[src/rtl/prt_scaler_lbf_ctl.sv]
// Line buffer sequencer: paces scaler line requests, releases the timing generator.
// Optional PRT_SCALER_LBF_CTL_TP_EN: frame-aligned test pattern select.
module prt_scaler_lbf_ctl #(
    parameter int P_LINE_W  = 12,
    parameter int P_TO_W    = 16,
    parameter int P_HOLDOFF = 4
) (
    input  logic                CLK_IN,
    input  logic                RST_IN,
    input  logic                CFG_EN_IN,
    input  logic [P_LINE_W-1:0] CFG_VLINES_IN,
    input  logic                CFG_TP_IN,
    input  logic                TG_VS_IN,
    input  logic [2:0]          LBF_RDY_IN,
    input  logic [2:0]          LBF_RUN_IN,
    output logic                CTL_RUN_OUT,
    output logic                CTL_FS_OUT,
    output logic                CTL_TP_OUT,
    output logic                SRC_LREQ_OUT,
    input  logic                SRC_LACK_IN,
    output logic                TG_RUN_OUT,
    output logic [P_LINE_W-1:0] STA_LINE_OUT,
    output logic                STA_UFL_OUT,
    output logic                STA_ERR_OUT
);

    localparam int P_HO_W = (P_HOLDOFF < 2) ? 1 : $clog2(P_HOLDOFF + 1);

    typedef enum logic [2:0] {
        S_IDLE, S_START, S_FS, S_FILL, S_RUN, S_ERR
    } state_t;

    state_t              state_q, state_d;
    logic                wait_q, wait_d;
    logic [P_LINE_W-1:0] vlines_q, vlines_d;
    logic [P_LINE_W-1:0] line_q, line_d;
    logic [P_HO_W-1:0]   hold_q, hold_d;
    logic [P_TO_W-1:0]   to_q, to_d;
    logic                req_q, req_d;
    logic                run_q, run_d;
    logic                fs_q, fs_d;
    logic                tp_q, tp_d;
    logic                tg_q, tg_d;
    logic                ufl_q, ufl_d;
    logic                err_q, err_d;
    logic                vs_q, vs_d;

    logic                ack;
    logic                vs_rise;
    logic                go_fs;
    logic                tp_fs;
    logic [P_LINE_W-1:0] line_inc;
    logic [P_LINE_W-1:0] line_ack;
    logic [P_TO_W-1:0]   to_inc;

`ifdef PRT_SCALER_LBF_CTL_TP_EN
    assign tp_fs = CFG_TP_IN;
`else
    logic unused_tp;
    assign unused_tp = CFG_TP_IN;
    assign tp_fs     = 1'b0;
`endif

    always_comb begin
        state_d  = state_q;
        wait_d   = wait_q;
        vlines_d = vlines_q;
        line_d   = line_q;
        hold_d   = hold_q;
        to_d     = to_q;
        req_d    = req_q;
        run_d    = run_q;
        fs_d     = 1'b0;
        tp_d     = tp_q;
        tg_d     = tg_q;
        ufl_d    = ufl_q;
        err_d    = err_q;
        vs_d     = TG_VS_IN;
        ack      = req_q & SRC_LACK_IN;
        vs_rise  = TG_VS_IN & ~vs_q;
        go_fs    = 1'b0;
        line_inc = (line_q < vlines_q) ? line_q + 1'b1 : line_q;
        line_ack = ack ? line_inc : line_q;
        to_inc   = to_q + 1'b1;

        if (!CFG_EN_IN) begin
            state_d = S_IDLE;
            run_d   = 1'b0;
            req_d   = 1'b0;
            tg_d    = 1'b0;
            tp_d    = 1'b0;
            line_d  = '0;
            hold_d  = '0;
            to_d    = '0;
            wait_d  = 1'b0;
            if (state_q == S_IDLE) begin
                ufl_d = 1'b0;
                err_d = 1'b0;
            end
        end else begin
            unique case (state_q)
                S_IDLE: begin
                    ufl_d   = 1'b0;
                    err_d   = 1'b0;
                    tp_d    = 1'b0;
                    wait_d  = 1'b0;
                    run_d   = 1'b1;
                    state_d = S_START;
                end
                S_START: begin
                    wait_d = 1'b1;
                    go_fs  = wait_q;
                end
                S_FS: begin
                    vlines_d = CFG_VLINES_IN;
                    state_d  = S_FILL;
                end
                S_FILL, S_RUN: begin
                    // one request in flight; holdoff lets buffer levels settle
                    if (ack) begin
                        req_d  = 1'b0;
                        line_d = line_inc;
                        hold_d = P_HO_W'(P_HOLDOFF);
                        to_d   = '0;
                    end else if (req_q) begin
                        to_d = to_inc;
                    end else if (hold_q != '0) begin
                        hold_d = hold_q - 1'b1;
                    end else if (&LBF_RDY_IN && line_q < vlines_q) begin
                        req_d = 1'b1;
                        to_d  = '0;
                    end
                    if (state_q == S_FILL) begin
                        if (&LBF_RUN_IN) begin
                            tg_d    = 1'b1;
                            state_d = S_RUN;
                        end
                    end else if (vs_rise) begin
                        go_fs = 1'b1;
                        if (line_ack != vlines_q) ufl_d = 1'b1;
                    end
                    if (req_q && !ack && &to_inc) begin
                        go_fs   = 1'b0;
                        state_d = S_ERR;
                        run_d   = 1'b0;
                        tg_d    = 1'b0;
                        req_d   = 1'b0;
                        err_d   = 1'b1;
                    end
                end
                S_ERR: begin
                    state_d = S_ERR;
                end
                default: state_d = S_IDLE;
            endcase
            if (go_fs) begin
                state_d = S_FS;
                fs_d    = 1'b1;
                line_d  = '0;
                req_d   = 1'b0;
                hold_d  = '0;
                to_d    = '0;
                tp_d    = tp_fs;
            end
        end
    end

    always_ff @(posedge CLK_IN or posedge RST_IN) begin
        if (RST_IN) begin
            state_q  <= S_IDLE;
            wait_q   <= 1'b0;
            vlines_q <= '0;
            line_q   <= '0;
            hold_q   <= '0;
            to_q     <= '0;
            req_q    <= 1'b0;
            run_q    <= 1'b0;
            fs_q     <= 1'b0;
            tp_q     <= 1'b0;
            tg_q     <= 1'b0;
            ufl_q    <= 1'b0;
            err_q    <= 1'b0;
            vs_q     <= 1'b0;
        end else begin
            state_q  <= state_d;
            wait_q   <= wait_d;
            vlines_q <= vlines_d;
            line_q   <= line_d;
            hold_q   <= hold_d;
            to_q     <= to_d;
            req_q    <= req_d;
            run_q    <= run_d;
            fs_q     <= fs_d;
            tp_q     <= tp_d;
            tg_q     <= tg_d;
            ufl_q    <= ufl_d;
            err_q    <= err_d;
            vs_q     <= vs_d;
        end
    end

    assign CTL_RUN_OUT  = run_q;
    assign CTL_FS_OUT   = fs_q;
    assign CTL_TP_OUT   = tp_q;
    assign SRC_LREQ_OUT = req_q;
    assign TG_RUN_OUT   = tg_q;
    assign STA_LINE_OUT = line_q;
    assign STA_UFL_OUT  = ufl_q;
    assign STA_ERR_OUT  = err_q;

endmodule

[config.mk]
export PLATFORM = sky130hd
export DESIGN_NAME = prt_scaler_lbf_ctl
export DESIGN_NICKNAME = d
export VERILOG_FILES = /design/src/rtl/prt_scaler_lbf_ctl.sv
export SDC_FILE = /design/constraint.sdc
export NUM_CORES = 1
export LEC_CHECK = 0
export ABC_CLOCK_PERIOD_IN_PS = 4200
export CORE_UTILIZATION = 35
export CTS_CLUSTER_DIAMETER = 150
export DETAILED_ROUTE_END_ITERATION = 16
export PLACE_DENSITY_LB_ADDON = 0.08
export SLEW_MARGIN = 20
export SYNTH_ARGS = -nofsm -noshare
export SYNTH_HDL_FRONTEND = slang
export SYNTH_SLANG_ARGS = --single-unit
[constraint.sdc]
create_clock -name CLK_IN -period 4.2 [get_ports CLK_IN]
set_clock_uncertainty 0.05 [all_clocks]
set_input_delay 0.42 -clock CLK_IN [delete_from_list [all_inputs] [get_ports CLK_IN]]
set_output_delay 0.42 -clock CLK_IN [all_outputs]
set_load 0.05 [all_outputs]
==> flow_summary.ini <==
[global_route]
grt_util_all_layers = 0.182
first_global_vias = 3064
grt_overflow = 0
grt_max_degree = 35
grt_pass1_wl_mm = 15.9
antenna_found_initial = 0

[synthesis]
synth_fp_nets = 474
async_reset_ff_frac = 1.00
synth_seq_cells = 54
ys_top_cells_by_area = dfrtp_1 (37%), nor2_1 (5.9%), ha_1 (5.5%)
synthFlopType = dfrtp_1
synth.distinct_cells = 57
synth_edf_count = 0
avgSynthCellArea_um2 = 8.39
synth_top_area_frac = 0.371
ys_top_cells_by_count = nor2_1 (57), dfrtp_1 (54), nand2_1 (37)
syn_inst = 434
post-synth-top-count-cell = nor2_1
synth.largest_area_cell = dfrtp_1
seq_area_frac_synth = 0.371
synthesis.area_mm2 = 0.00364
yosysWarnings = 0

[power_and_ir_drop]
p_sw_uw = 467
combPwrFrac = 0.255
ir_drop_v = 0.000146
powerDensity_mw_per_mm2 = 342
clkPwrFrac = 0.303
power_switching_share = 0.319
total_leakage_power_uw = 0.00172
p_seq_frac = 0.441
internal-power_uw = 998

[routing]
via_count = 3226
via_per_inst = 5.39
drt-total-wl_mm = 9.29
drc_errors = 0
wl_per_cell_um = 15.5
first_pass_iters = 4
antenna_left = 0
first_iter_violations = 194

[floorplanning]
start_util = 0.367
dieArea_mm2 = 0.0108
die_w_um = 104
core_mm2 = 0.00991
rows = 36
die_h_um = 104
ios = 43

[sta]
finalSetupTns_ps = 0
tightest_slew_ps = 1060
setup_viol = 0
slew_headroom = 0.293
finalMaxSlewViolations = 0
min_period_over_period = 0.760
hold_violations = 0
final.min_clock_period_ps = 3190
max_freq_mhz = 313
rsz0062_at_grt = false

[placed_design]
gp_congestion = 0.809
post-dp-hpwl_mm = 6.64
portBuffers = 40

[setup_path]
reg2reg_from = to_q[0]
r2r_cells = 9
worst-path-buf-inv = 1
cp_slowest_cell = o211ai_4
r2r-end = SRC_LREQ_OUT
crit_path_end_kind = register
cp-start-kind = register
crit_type = reg2reg
cp_common_cell = and3_1
crit_family = compound AO/OA/AOI/OAI gates
crit_fanout = 17
critPathArrivalTime_ps = 3340
required_ps = 4350
rrSetupSlack_ps = 1010
cpPeakStageDelay_ps = 570
worstPathCellList = ha_1, and3_1, o21ai_2, and3_1, a221o_1, and3_1, o211ai_4, buf_4, a31oi_1

[clock_tree]
cts_root_buf = clkbuf_8
cts.sinks = 54
cts_buffers = 5
ctsHoldBuffers = 0
clkTransAtPathRegs_ps = 100
clock_path_buffers = 2
post_cts_buffers = 0
cts_tree = done
postCtsResizedCells = 0
clkLatencyLatePin_ps = 310
cts_htree_levels = 2

[finish]
drive_gt1_frac = 0.0751
synthToLayoutAreaGrowth_pct = 17.5
n_fill_cell = 1001
final_util = 0.432
num_antenna_cells = 0
final_nets = 505

[worst_hold_path]
min_to = hold_q[2]
min_path_type = reg2reg
hold_depth = 1
worstHoldStart = hold_q[2]

[run_status]
status = finished clean

[job]
maxCapViolCount = 0
==> metal layers <==
layer / global-route usage / routed length, µm / up-vias
met4: 0.0337 / 66 / 0
met5: 0 / 0 / -
met2: 0.260 / 3920 / 62
li1: - / - / 1599
met3: 0.0282 / 348 / 5
met1: 0.286 / 4960 / 1560
==> per-stage QoR <==
stage	cell area [µm²]	instances	hold WS [ps]	setup WS (ps)	power, µW
detailed placement	4130	591	430	1030	1030
global placement	4130	591	420	1090	1020
finish	4280	599	441	1010	1460
global route	4280	599	493	733	1560
CTS	4280	599	445	1000	1480
floorplan	3640	434	400	1400	914
==> sequential cells by signal (all words and copies together) (netlist names), 3 cells and up <==
register	cells
state_q	3
hold_q	3
vlines_q	12
STA_LINE_OUT	12
to_q	16
==> cell type report <==
class,count,area (µm²),share of cell area
Multi-Input combinational cell,336,2080,0.487
Sequential cell,54,1350,0.316
Timing Repair Buffer,48,460,0.108
Tap cell,133,166,0.0389
Clock buffer,6,82.6,0.0193
Inverter,20,75.1,0.0176
Clock inverter,2,60.1,0.0140
==> how the worst max path moves through the flow <==
stage                         start            to  slack [ps]  cells past startpoint
floorplan           STA_LINE_OUT[5]  SRC_LREQ_OUT        1400                      8
global placement            to_q[0]     hold_q[2]        1090                      9
detailed placement          to_q[0]     hold_q[2]        1030                      9
CTS                         to_q[0]  SRC_LREQ_OUT        1000                      9
global route        STA_LINE_OUT[2]   STA_UFL_OUT         730                      9
finish                      to_q[0]  SRC_LREQ_OUT        1010                      9
==> layout by cell type, fill, tap and decap left out, types with 3 or more instances in the layout <==
cell	netlist	final
a31oi_1	9	9
nand4_1	15	15
clkbuf_8	0	6
and3_1	6	6
or3_1	4	4
a21oi_1	21	21
nor2b_1	4	4
ha_1	16	16
clkdlybuf4s50_1	0	40
a21oi_2	10	10
nand3_1	19	19
nand2_1	37	37
dfrtp_1	54	54
xnor2_1	22	22
a211oi_1	3	3
nor3_1	13	12
buf_4	2	8
and2_1	4	4
nand4b_1	3	3
xor2_1	9	9
mux2i_1	3	3
o21ai_0	35	35
nand2b_1	4	4
and4_1	4	4
nand3b_1	3	3
nor2_1	57	57
inv_1	20	19
==> cells by family after synthesis <==
group,count (synthesis),synth area share
adders and majority gates,16,0.0550
muxes,4,0.0113
other,1,0.00103
xor gates and xnor gates,31,0.0746
DFF,54,0.371
AOI/OAI and AO/OA,100,0.176
and+or+nand+nor,184,0.252
buffers and inverters,44,0.0588
==> power by group through the flow <==
| stage | logic [µW] | registers (µW) | clock network (µW) |
|---|---|---|---|
| 2_1_floorplan | 268 | 645 | 0 |
| 3_3_place_gp | 369 | 653 | 0 |
| 3_5_place_dp | 370 | 656 | 0 |
| 4_1_cts | 374 | 646 | 460 |
| 5_1_grt | 426 | 656 | 478 |
| 6_report | 374 | 646 | 444 |
No activity file was read; power rests on OpenSTA's default activity.
